## src/rtl/rr_pkg.sv

```systemverilog
// rr_arbiter shared definitions
// FSM state encoding and width helper
package rr_pkg;

  typedef enum logic [1:0] {
    ST_IDLE    = 2'b00,
    ST_GRANT   = 2'b01,
    ST_RELEASE = 2'b10
  } state_t;

  function automatic int clog2(input int v);
    int r;
    r = 0;
    while ((1 << r) < v) r++;
    return r;
  endfunction

endpackage

```

## src/rtl/rr_pick.sv

```systemverilog
// Rotating-priority selector
// First set request at or after ptr, mod N
module rr_pick
  import rr_pkg::*;
#(
  parameter int N   = 4,
  parameter int IDW = 2
) (
  input  logic [N-1:0]   i_req,
  input  logic [IDW-1:0] i_ptr,
  output logic [IDW-1:0] o_idx,
  output logic           o_valid
);

  // highest offset first so the nearest request wins last
  always_comb begin
    int j;
    logic [IDW-1:0] w_j;
    j       = 0;
    w_j     = '0;
    o_idx   = '0;
    o_valid = |i_req;
    for (int k = N - 1; k >= 0; k--) begin
      j   = (int'(i_ptr) + k) % N;
      w_j = IDW'(j);
      if (i_req[w_j]) o_idx = w_j;
    end
  end

endmodule

```

## src/rtl/rr_arbiter.sv

```systemverilog
// Round-robin arbiter, one-hot registered grant
// Hold ends on DONE, request drop or hold limit
module rr_arbiter
  import rr_pkg::*;
#(
  parameter  int N       = 4,
  parameter  int TIMEOUT = 15,
  localparam int IDW     = clog2(N),
  localparam int CW      = clog2(TIMEOUT + 1)
) (
  input  logic           C,
  input  logic           RN,
  input  logic [N-1:0]   REQ,
  input  logic           DONE,
  output logic [N-1:0]   GNT,
  output logic [IDW-1:0] GNT_ID,
  output logic           BUSY,
  output logic           TOUT
);

  state_t         r_state;
  logic [IDW-1:0] r_ptr;
  logic [CW-1:0]  r_cnt;
  logic [IDW-1:0] r_own;
  logic [N-1:0]   r_gnt;
  logic           r_busy;
  logic           r_tout;

  logic [IDW-1:0] w_idx;
  logic           w_valid;
  logic [IDW-1:0] w_nxt;
  logic           w_hit;

  rr_pick #(
    .N   (N),
    .IDW (IDW)
  ) u_pick (
    .i_req   (REQ),
    .i_ptr   (r_ptr),
    .o_idx   (w_idx),
    .o_valid (w_valid)
  );

  // pointer after the owner, wrapping at N-1
  assign w_nxt = (r_own == IDW'(N - 1))
               ? '0 : r_own + 1'b1;

  // hold limit reached on this grant cycle
  assign w_hit = (r_cnt == CW'(TIMEOUT - 1));

  // arbitration FSM with registered outputs
  always_ff @(posedge C or negedge RN) begin
    if (!RN) begin
      r_state <= ST_IDLE;
      r_ptr   <= '0;
      r_cnt   <= '0;
      r_own   <= '0;
      r_gnt   <= '0;
      r_busy  <= 1'b0;
      r_tout  <= 1'b0;
    end else begin
      unique case (r_state)
        ST_IDLE, ST_RELEASE: begin
          r_tout <= 1'b0;
          if (w_valid) begin
            r_state <= ST_GRANT;
            r_own   <= w_idx;
            r_gnt   <= N'(1) << w_idx;
            r_busy  <= 1'b1;
            r_cnt   <= '0;
          end else begin
            r_state <= ST_IDLE;
          end
        end
        ST_GRANT: begin
          if (r_cnt != CW'(TIMEOUT))
            r_cnt <= r_cnt + 1'b1;
          if (DONE || !REQ[r_own] || w_hit) begin
            r_state <= ST_RELEASE;
            r_gnt   <= '0;
            r_busy  <= 1'b0;
            r_ptr   <= w_nxt;
            r_tout  <= !DONE && REQ[r_own];
          end
        end
        default: begin
          r_state <= ST_IDLE;
          r_gnt   <= '0;
          r_busy  <= 1'b0;
          r_tout  <= 1'b0;
        end
      endcase
    end
  end

  assign GNT    = r_gnt;
  assign GNT_ID = r_own;
  assign BUSY   = r_busy;
  assign TOUT   = r_tout;

endmodule

```

## config.mk

```make
export PLATFORM = sky130hd
export DESIGN_NAME = rr_arbiter
export DESIGN_NICKNAME = d
export VERILOG_FILES = /design/src/rtl/rr_pkg.sv /design/src/rtl/rr_pick.sv /design/src/rtl/rr_arbiter.sv
export SDC_FILE = /design/constraint.sdc
export NUM_CORES = 1
export LEC_CHECK = 0
export BUFFER_PORTS_ARGS = -buffer_cell sky130_fd_sc_hd__buf_2
export CAP_MARGIN = 20
export CORE_MARGIN = 2
export CORE_UTILIZATION = 48
export CTS_BUF_LIST = sky130_fd_sc_hd__clkbuf_16
export DETAILED_ROUTE_END_ITERATION = 8
export GPL_TIMING_DRIVEN = 0
export PLACE_DENSITY = 0.79
export SLEW_MARGIN = 15
export SYNTH_ARGS = -nofsm -noshare
export SYNTH_HDL_FRONTEND = slang
export SYNTH_SLANG_ARGS = --single-unit
```

## constraint.sdc

```tcl
create_clock -name C -period 1.3 [get_ports C]
set_clock_uncertainty 0.05 [all_clocks]
set_input_delay 0.195 -clock C [delete_from_list [all_inputs] [get_ports C]]
set_output_delay 0.195 -clock C [all_outputs]
set_load 0.02 [all_outputs]
```

==> out/metrics.csv <==
metric,value,unit
min-delay worst type,in -> async,
crit-path max FO,4,
Tcrit/Tclk final,118,%
Max IR drop VDD,1.31,mV
Clock Tree Buf Depth,2,
top-count cell post-synth,dfrtp_1,
status,"complete, but fails checks",
Post-synth EDFFs,0,
Cell Pwr Density,2410,mW/mm^2
worst slew pin tran,0.379,ns
CTS Sinks,16,
setup ws final,-0.235,ns
largest delay contributor family on the critical path,compound AO/OA/AOI/OAI gates,
Iter 0 DRT Violations,11,
Via Count,739,
DRT Wirelength,2070,um
standard cell core area,0.00169,sq mm
max cap viols,0,
CTS tree,built,
synth unique cells,31,
vias in the first global route,676,
routability cong.,0.811,
first-pass GRT wire length,3050,um
Area Overhead vs Synth,41.9,%
Pre-antenna DRT Iters,4,
Tot Pwr,2.91,mW
Cells after DPL,112,
unrepaired setup endpoints after global routing,yes,
Syn Nets,91,
Detailed Place HPWL,1190,um
CTS root buf,clkbuf_16,
top cell type's share of synthesized area,47.0,%
Seq cells post-synth,16,
total gr overflow,0,
register area share after synthesis,47.0,%
Core Rows,15,
Achievable Freq,651,MHz
fin crit period,1.54,ns
routed vias/inst,5.91,
Avg WL per Cell,16.6,um
failing checks,setup timing,
die width,46.1,um
largest net degree at the start of global routing,17,
CP max stage delay,0.44,ns
pre-CTS setup slack,-0.226,ns
CP Cell Sequence,mux2i_4 -> o22ai_4 -> a32o_2 -> a22o_1,
Clock Latency Late Sink,0.24,ns
WS Path Type,reg -> reg,
Final Hold Fails,0,
Tot GR Track Use,20.5,%
DRC viols,0,
Mapped Area,852,sq um
Slew Limit Fails,0,
number of warnings issued by yosys,0,
Synth async-reset ratio,100,%
worst hold slack,0.352,ns
"non-filler cells, final",125,
CP arrival,1.61,ns
ANT nets after route,0,
crit start category,register,
Synth area leaders,"dfrtp_1, ha_1, nand2b_1, o21ai_0, mux2_4",
ys flop type,dfrtp_1,
Post-synth top cells,"dfrtp_1, o21ai_0",
I/O pin cnt,15,
post-synth top area cell,dfrtp_1,
final setup violation count,9,
DIE AREA,0.00213,sq mm
CTS Buf Count,3,
share of layout cells above drive strength 1,45.4,%
fin nets,119,
Worst-path clk slew,0.05,ns
initial antenna violation count,0,
Worst EP required,1.38,ns
leakage power,0.555,nW
Setup crit end kind,register,
H-tree levels,1,
Worst path slowest cell,dfrtp_2,
chip height,46.1,um
WP buf/inv,0,
Syn Inst Count,81,
antenna cells,0,
starting density of the core,50.4,%
IO Port Bufs,14,
Slew headroom,74.7,%
syn_area_per_cell,10.5,sq um
-- flip-flops by register name, indices dropped and copies added (netlist names) --
signal / count
r_cnt: 4
r_ptr: 2
BUSY: 1
TOUT: 1
GNT: 4
GNT_ID: 2
r_state: 2
-- stage by stage --
step | TNS [ns] | utilization [%] | cell area [sq um]
3_3_place_gp | -1.22 | 56.0 | 946
2_1_floorplan | -0.832 | - | 855
5_1_grt | -1.57 | 71.6 | 1210
3_5_place_dp | -1.27 | 56.0 | 946
6_report | -1.31 | 71.6 | 1210
4_1_cts | -1.25 | 68.5 | 1160
-- worst reg2reg max path: stages (launching register included) --
cell,delay (ns)
dfrtp_2,0.44
mux2i_4,0.29
o22ai_4,0.12
a32o_2,0.31
a22o_1,0.22
-- worst paths after layout --
path	from	endpoint	slack [ns]	cells after the start
setup / recovery	GNT_ID[1]$_DFFE_PN0N_	GNT[3]$_DFFE_PN0P_	-0.24	4
hold / removal	RN	r_cnt[2]$_DFFE_PN0P_	0.35	2
setup reg to reg	GNT_ID[1]$_DFFE_PN0N_	GNT[3]$_DFFE_PN0P_	-0.24	4
hold reg to reg	GNT[1]$_DFFE_PN0P_	GNT[1]$_DFFE_PN0P_	0.44	1
max in group asynchronous	RN	GNT_ID[1]$_DFFE_PN0N_	0.55	2
min in group C	DONE	TOUT$_DFFE_PN0P_	0.35	5
-- power breakdown --
part           internal [mW]  switching [mW]  total (mW)
combinational          0.705           0.714        1.42
clock                  0.408           0.186       0.594
sequential             0.698           0.203       0.901
-- repair_timing --
item,in CTS,in global routing
cloned,0,0
setup buffers,7,2
pin swaps,4,9
hold buffers,1,0
endpoints found under the setup margin,10,15
resized for setup,15,13
endpoints found under the hold margin,16,0
-- layer usage --
metal | global-route usage [%] | wire, um | up-vias
met5 | 0 | 0 | -
met4 | 8.00 | 15 | 0
met3 | 3.53 | 88 | 2
met2 | 33.3 | 1050 | 20
met1 | 26.9 | 916 | 365
li1 | - | - | 352
-- layout by cell type, fill, tap and decap left out, types with 2 or more instances in the layout --
master	netlist	routed
dfrtp_1	16	13
buf_2	0	13
buf_4	0	6
inv_1	5	5
o21ai_1	0	5
nand2b_1	5	4
nand2_1	5	4
buf_6	1	4
dfrtp_2	0	3
a21oi_1	5	3
nor2_1	3	3
nand3_1	5	3
clkbuf_16	0	3
mux2i_4	0	2
a21oi_2	1	2
o2bb2ai_1	2	2
mux2_4	2	2
o21a_1	2	2
nor3_1	2	2
a22o_1	2	2
ha_1	3	2
-- cell families after synthesis --
family                     after synthesis  synth area share [%]
adders and majority gates                3                  4.41
and+or+nand+nor                         27                  18.2
buffers and inverters                    6                  3.52
DFF                                     16                  47.0
AOI/OAI and AO/OA                       25                  21.0
muxes                                    4                  5.87
-- area by class of cell --
type / instances / area (sq um)
tap: 17 / 21.3
inverter: 5 / 18.8
multi-input combinational: 59 / 520
fill: 116 / 480
sequential: 16 / 404
buffer: 1 / 11.3
clock inverter: 1 / 3.75
clock buffer: 3 / 75.1
timing repair buffer: 23 / 154
No activity file was read; power rests on OpenSTA's default activity.
